**src/rtl/sao_feeder.sv**
```systemverilog
// sao_feeder: per-LCU front end for an SAO filter. For each LCU of a frame
// it reads one parameter-table entry, then streams that LCU's pixels from a
// one-cycle-latency pixel memory through a 2-entry FIFO to the SAO input.
//
// Beat handshake: in_en is valid and !busy is ready. A beat moves on a rising
// edge with in_en=1 and busy=0. While in_en=1 and busy=1, din, sao_*, lcu_x,
// lcu_y and lcu_size all hold their values.
module sao_feeder #(
  parameter int IMG_W   = 128,
  parameter int MAX_LCU = 64,
  localparam int AW     = $clog2(IMG_W * IMG_W),
  localparam int PW     = $clog2(MAX_LCU)
) (
  input  logic          clk,
  input  logic          reset,
  input  logic          start,
  input  logic [1:0]    cfg_lcu_size,
  output logic          img_rd,
  output logic [AW-1:0] img_addr,
  input  logic [7:0]    img_data,
  output logic          par_rd,
  output logic [PW-1:0] par_addr,
  input  logic [23:0]   par_data,
  input  logic          busy,
  output logic          in_en,
  output logic [7:0]    din,
  output logic [1:0]    sao_type,
  output logic [4:0]    sao_band_pos,
  output logic          sao_eo_class,
  output logic [15:0]   sao_offset,
  output logic [2:0]    lcu_x,
  output logic [2:0]    lcu_y,
  output logic [1:0]    lcu_size,
  output logic          done,
  output logic          cfg_err,
  output logic [2:0]    dbg_state
);

  localparam int LW  = $clog2(IMG_W);
  // Per-LCU pixel counter: must reach 64*64 for the largest LCU.
  localparam int PCW = 13;

  localparam logic [PW-1:0]  ONE_P = PW'(1);
  localparam logic [AW-1:0]  ONE_A = AW'(1);
  localparam logic [PCW-1:0] ONE_C = PCW'(1);

  typedef enum logic [2:0] {
    S_IDLE  = 3'd0,
    S_PAR   = 3'd1,
    S_PARW  = 3'd2,
    S_PIX   = 3'd3,
    S_DRAIN = 3'd4,
    S_FIN   = 3'd5
  } state_t;

  state_t r_state;
  state_t w_next;

  logic [AW-1:0]  r_img_addr;
  logic [PW-1:0]  r_lcu_idx;
  logic [PCW-1:0] r_pix_cnt;
  logic [1:0]     r_lcu_size;
  logic [1:0]     r_sao_type;
  logic [4:0]     r_band_pos;
  logic           r_eo_class;
  logic [15:0]    r_offset;
  logic [2:0]     r_lcu_x;
  logic [2:0]     r_lcu_y;
  logic           r_cfg_err;

  // FIFO storage and the "read returning this cycle" flag
  logic [7:0]     r_fifo_mem [2];
  logic           r_wptr;
  logic           r_rptr;
  logic [1:0]     r_cnt;
  logic           r_rd_pend;

  logic [2:0]     w_row_shift;
  logic [PW-1:0]  w_row_mask;
  logic [PW-1:0]  w_lcu_last;
  logic [PCW-1:0] w_pix_last;
  logic           w_fifo_ne;
  logic [7:0]     w_head;
  logic           w_pop;
  logic           w_bypass;
  logic           w_push;
  logic           w_deq;
  logic           w_room;

  // LCU geometry: log2(LCUs per row) = log2(IMG_W) - 4 - lcu_size
  assign w_row_shift = 3'(LW - 4) - {1'b0, r_lcu_size};
  assign w_row_mask  = (ONE_P << w_row_shift) - ONE_P;
  assign w_lcu_last  = (ONE_P << {w_row_shift, 1'b0}) - ONE_P;
  assign w_pix_last  = (ONE_C << (4'd8 + {1'b0, r_lcu_size, 1'b0})) - ONE_C;

  // FIFO is fall-through: a returning pixel is visible at the head the same
  // cycle it arrives, and is stored only if it cannot leave immediately.
  assign w_fifo_ne = (r_cnt != 2'd0) || r_rd_pend;
  assign w_head    = (r_cnt != 2'd0) ? r_fifo_mem[r_rptr] : img_data;
  assign w_pop     = w_fifo_ne && !busy;
  assign w_bypass  = (r_cnt == 2'd0) && r_rd_pend && w_pop;
  assign w_push    = r_rd_pend && !w_bypass;
  assign w_deq     = w_pop && (r_cnt != 2'd0);
  // A new read is allowed only if stored plus in-flight pixels leave a slot.
  assign w_room    = ({1'b0, r_cnt} + {2'b00, r_rd_pend}) < 3'd2;

  assign in_en        = w_fifo_ne;
  assign din          = w_fifo_ne ? w_head : 8'd0;
  assign img_addr     = r_img_addr;
  assign par_addr     = r_lcu_idx;
  assign sao_type     = r_sao_type;
  assign sao_band_pos = r_band_pos;
  assign sao_eo_class = r_eo_class;
  assign sao_offset   = r_offset;
  assign lcu_x        = r_lcu_x;
  assign lcu_y        = r_lcu_y;
  assign lcu_size     = r_lcu_size;
  assign cfg_err      = r_cfg_err;
  assign dbg_state    = r_state;

  // State register
  always_ff @(posedge clk) begin
    if (reset) r_state <= S_IDLE;
    else       r_state <= w_next;
  end

  // Next-state logic
  always_comb begin
    w_next = r_state;
    case (r_state)
      S_IDLE:  if (start && (cfg_lcu_size != 2'd3)) w_next = S_PAR;
      S_PAR:   w_next = S_PARW;
      S_PARW:  w_next = S_PIX;
      S_PIX:   if (img_rd && (r_pix_cnt == w_pix_last)) w_next = S_DRAIN;
      S_DRAIN: if (!w_fifo_ne) w_next = (r_lcu_idx == w_lcu_last) ? S_FIN : S_PAR;
      S_FIN:   w_next = S_IDLE;
      default: w_next = S_IDLE;
    endcase
  end

  // Memory strobes and done pulse; the first pixel read overlaps PARW
  always_comb begin
    img_rd = 1'b0;
    par_rd = 1'b0;
    done   = 1'b0;
    case (r_state)
      S_PAR:   par_rd = 1'b1;
      S_PARW:  img_rd = 1'b1;
      S_PIX:   img_rd = w_room;
      S_FIN:   done   = 1'b1;
      default: ;
    endcase
  end

  // Frame datapath: configuration, addresses, counters, LCU sideband
  always_ff @(posedge clk) begin
    if (reset) begin
      r_img_addr <= '0;
      r_lcu_idx  <= '0;
      r_pix_cnt  <= '0;
      r_lcu_size <= 2'd0;
      r_sao_type <= 2'd0;
      r_band_pos <= 5'd0;
      r_eo_class <= 1'b0;
      r_offset   <= 16'd0;
      r_lcu_x    <= 3'd0;
      r_lcu_y    <= 3'd0;
      r_cfg_err  <= 1'b0;
    end else begin
      r_cfg_err <= 1'b0;
      if ((r_state == S_IDLE) && start) begin
        if (cfg_lcu_size == 2'd3) begin
          r_cfg_err <= 1'b1;
        end else begin
          r_lcu_size <= cfg_lcu_size;
          r_img_addr <= '0;
          r_lcu_idx  <= '0;
        end
      end
      if (r_state == S_PAR) r_pix_cnt <= '0;
      // Sideband only changes here, after the previous LCU fully drained
      if (r_state == S_PARW) begin
        r_sao_type <= par_data[23:22];
        r_band_pos <= par_data[21:17];
        r_eo_class <= par_data[16];
        r_offset   <= par_data[15:0];
        r_lcu_x    <= 3'(r_lcu_idx & w_row_mask);
        r_lcu_y    <= 3'(r_lcu_idx >> w_row_shift);
      end
      if (img_rd) begin
        r_img_addr <= r_img_addr + ONE_A;
        r_pix_cnt  <= r_pix_cnt + ONE_C;
      end
      if ((r_state == S_DRAIN) && !w_fifo_ne && (r_lcu_idx != w_lcu_last))
        r_lcu_idx <= r_lcu_idx + ONE_P;
    end
  end

  // Pixel FIFO and in-flight read tracking; reset drops any returning read
  always_ff @(posedge clk) begin
    if (reset) begin
      r_fifo_mem[0] <= 8'd0;
      r_fifo_mem[1] <= 8'd0;
      r_wptr        <= 1'b0;
      r_rptr        <= 1'b0;
      r_cnt         <= 2'd0;
      r_rd_pend     <= 1'b0;
    end else begin
      r_rd_pend <= img_rd;
      if (w_push) begin
        r_fifo_mem[r_wptr] <= img_data;
        r_wptr             <= ~r_wptr;
      end
      if (w_deq) r_rptr <= ~r_rptr;
      r_cnt <= r_cnt + {1'b0, w_push} - {1'b0, w_deq};
    end
  end

endmodule

```
**config.mk**
```make
export PLATFORM = sky130hd
export DESIGN_NAME = sao_feeder
export DESIGN_NICKNAME = d
export VERILOG_FILES = /design/src/rtl/sao_feeder.sv
export SDC_FILE = /design/constraint.sdc
export NUM_CORES = 1
export LEC_CHECK = 0
export ABC_AREA = 1
export BUFFER_PORTS_ARGS = -buffer_cell sky130_fd_sc_hd__buf_2
export CORE_MARGIN = 2
export CORE_UTILIZATION = 53
export CTS_CLUSTER_DIAMETER = 60
export DETAILED_ROUTE_END_ITERATION = 12
export PLACE_DENSITY = 0.8
export SYNTH_ARGS = -nofsm -noshare
export SYNTH_HDL_FRONTEND = slang
export SYNTH_SLANG_ARGS = --single-unit
```
**constraint.sdc**
```tcl
create_clock -name clk -period 2.3 [get_ports clk]
set_clock_uncertainty 0.05 [all_clocks]
set_input_delay 0.23 -clock clk [delete_from_list [all_inputs] [get_ports clk]]
set_output_delay 0.23 -clock clk [all_outputs]
set_load 0.01 [all_outputs]
```
==> results.py <==
metrics = {
    "cts": {
        "numCtsBuffers": 9,
        "cts_tree": "built",
        "cts.sinks": 91,
        "post_cts_buffers": 0,
        "post_cts_resized": 0,
        "cts_root_buf": "clkbuf_8",
        "clkLatencyLatePin_ps": 360,
        "ctsLongestPathBuffers": 2,
        "postCtsHoldBufs": 0,
        "cts_htree_levels": 3,
        "cts.clk_slew.worst_paths_ps": 100,
    },
    "power": {
        "peakVddDrop_mv": 0.384,
        "pwr-share-comb": 0.386,
        "leakage_nw": 2.31,
        "pwr-share-seq": 0.406,
        "swShare": 0.421,
        "p_int_w": 0.00292,
        "clock_power_share": 0.207,
        "cellPowerDensity_mw_per_mm2": 986,
        "power.total_w": 0.00505,
        "p_switching_w": 0.00212,
    },
    "global_route": {
        "gr-total-overflow": 0,
        "antenna_found_initial": 0,
        "grt_pass1_vias": 3873,
        "grt_max_degree": 47,
        "grt_use_total": 0.240,
        "grt_pass1_wl_um": 17200,
    },
    "flow_run": {
        "drv_cap": 0,
    },
    "place": {
        "numPortBuffers": 105,
        "gp_congestion": 0.889,
        "dp_hpwl_um": 7660,
        "placed_area_sq_mm": 0.00493,
    },
    "setup_path": {
        "start_kind": "flop",
        "worstSetupPathType": "reg2reg",
        "worstPathMaxFanout": 8,
        "cp.required_ps": 2540,
        "critical_path.reg2reg.startpoint": "lcu_size[0]$_SDFFE_PP0P_",
        "path_common_cell": "nand2_1",
        "worstPathArrival_ps": 2170,
        "cp_cell_sequence": "nand2_2 > ha_1 > inv_1 > nand2_1 > nand2_1 > nand2_1 > nor2_1 > nand2_2 > nand2_4 > nand3_1 > a21oi_1",
        "worst_path_max_delay_cell": "dfxtp_1",
        "cp-startpoint": "lcu_size[0]$_SDFFE_PP0P_",
        "endpoint_kind": "flop",
        "critPathMaxStageDelay_ps": 490,
    },
    "die": {
        "num_io_pins": 106,
        "start_util": 0.554,
        "row_count": 32,
        "fp.coreArea_sq_mm": 0.00781,
        "die_h_um": 94.3,
        "die_area_sq_mm": 0.00890,
        "die_width_um": 94.3,
    },
    "synth": {
        "syn_nets": 639,
        "yosysMostFrequentCell": "nand2_1",
        "synth_cells": 593,
        "yosysWarnings": 0,
        "syn_area_per_cell_sq_um": 7.29,
        "ys.flop_type": "dfxtp_1",
        "ys_async_sr_fraction": 0,
        "synth.area.top_cells": "dfxtp_1 35%, nand2_1 14%, edfxtp_1 11%",
        "synth_top_area_cell": "dfxtp_1",
        "synth_edf_count": 16,
        "ys_ff_latch": 91,
        "ys_seq_area_frac": 0.458,
        "synthTopCellsByCount": "158 x nand2_1, 75 x dfxtp_1, 63 x a21oi_1",
        "netlist_area_sq_mm": 0.00432,
        "yosysTopAreaCellShare": 0.347,
        "synth.distinct_cells": 33,
    },
    "drt": {
        "vias_per_cell": 5.33,
        "num_vias": 4277,
        "wl_um": 10500,
        "firstDrtPassIters": 5,
        "drcViolationCount": 0,
        "drtAntennaViolNets": 0,
        "drt_iter0_drc": 220,
        "wl_per_cell_um": 13.1,
    },
    "cells_and_area": {
        "syn_to_final_growth_pct": 18.4,
        "post-route-cell-area_sq_mm": 0.00512,
        "seq_area_sq_mm": 0.00198,
        "layout.nets": 741,
        "fillers": 693,
        "n_antenna_cell": 0,
        "multiInputGateArea_sq_mm": 0.00202,
        "layout-drive-gt1-share": 0.217,
    },
    "sta": {
        "final.setup.tns_ps": 0,
        "min_period_ps": 1930,
        "finalSetupViolCount": 0,
        "grt_setup_unrepaired": "false",
        "fmax_mhz": 518,
        "period_share": 0.839,
        "maxSlewHeadroom": 0.664,
        "hold_viol": 0,
        "drv_slew": 0,
        "tightest_slew_ps": 504,
    },
    "min_path": {
        "min_from": "par_data[2]",
        "hold_path.class": "in2reg",
    },
    "run_status": {
        "status": "finished, final reports clean",
    },
}
-- final timing paths --
| path | to | slack (ps) | depth (start not counted) |
|---|---|---|---|
| worst max register to register | par_addr[1]$_SDFFE_PP0P_ | 370 | 11 |
| worst min-delay path | sao_offset[2]$_SDFFE_PP0N_ | 50 | 3 |
| worst max-delay path | par_addr[1]$_SDFFE_PP0P_ | 370 | 11 |
| worst min register to register | sao_offset[7]$_SDFFE_PP0N_ | 420 | 2 |
-- metrics by stage --
| stage | cells | util | setup WS, ps | hold WS (ps) |
|---|---|---|---|---|
| 2_1_floorplan | 593 | - | 576 | 319 |
| 3_3_place_gp | 786 | 0.631 | 492 | 382 |
| 3_5_place_dp | 786 | 0.631 | 408 | 404 |
| 4_1_cts | 802 | 0.656 | 385 | 27.4 |
| 5_1_grt | 802 | 0.656 | 204 | 29.8 |
| 6_report | 802 | 0.656 | 371 | 45.5 |
-- layout make-up --
cell class	instances	share of cell area
multi-input combinational	421	0.395
inverter	62	0.0454
sequential	91	0.387
clock inverter	7	0.0134
tap	102	0.0249
clock buffer	9	0.0242
timing repair buffer	110	0.110
-- power by group through the flow --
stage / registers (W) / logic (W) / clock network (W)
after floorplan: 0.00214 / 0.00126 / 0
after detailed placement: 0.00208 / 0.00196 / 0
after CTS: 0.00205 / 0.00197 / 0.00108
final: 0.00205 / 0.00195 / 0.00105
after global routing: 0.00208 / 0.00220 / 0.00112
after global placement: 0.00207 / 0.00191 / 0
-- layer usage --
metal	track usage	vias to the layer above	share of wire
li1	-	2151	-
met1	0.306	1976	0.44
met2	0.408	130	0.48
met3	0.0449	20	0.061
met4	0.0833	0	0.015
met5	0	-	0
-- critical path: cells and delay by family, from the launching register on --
| family | cells | cell delay [ps] |
|---|---|---|
| simple gates | 8 | 760 |
| flops | 1 | 490 |
| fa+ha+maj | 1 | 330 |
| compound gates | 1 | 140 |
| buf+inv | 1 | 80 |
-- cell usage in the layout, fill, tap and decap left out, types with 2 or more instances in the layout --
cell	count
nand2_2	5
ha_1	8
a22oi_1	3
nor2_2	3
nand3_1	40
clkbuf_8	9
o22ai_1	9
nand4_1	8
dfxtp_1	75
o21ai_0	37
a21oi_1	63
inv_6	2
nor2_1	58
a31oi_1	4
buf_4	5
nor3_1	7
or2_2	3
inv_2	7
inv_1	55
nand2_1	158
xor2_1	3
clkinv_4	2
edfxtp_1	16
buf_2	105
nand3_2	2
nand3b_1	2
-- state kept, by name (all words and copies together), names as in the netlist, named ones only --
signal,flops
lcu_size,2
sao_eo_class,1
r_rptr,1
sao_offset,16
cfg_err,1
r_rd_pend,1
r_pix_cnt,13
r_wptr,1
sao_band_pos,5
sao_type,2
r_cnt,2
lcu_y,3
lcu_x,3
dbg_state,3
par_addr,6
r_fifo_mem,16
img_addr,14
-- cells by family after synthesis --
family	share of synthesized area
compound gates	0.154
fa+ha+maj	0.0231
xor+xnor	0.00608
simple gates	0.285
buf+inv	0.0738
flops	0.458
Power figures use the tool's default switching activity.
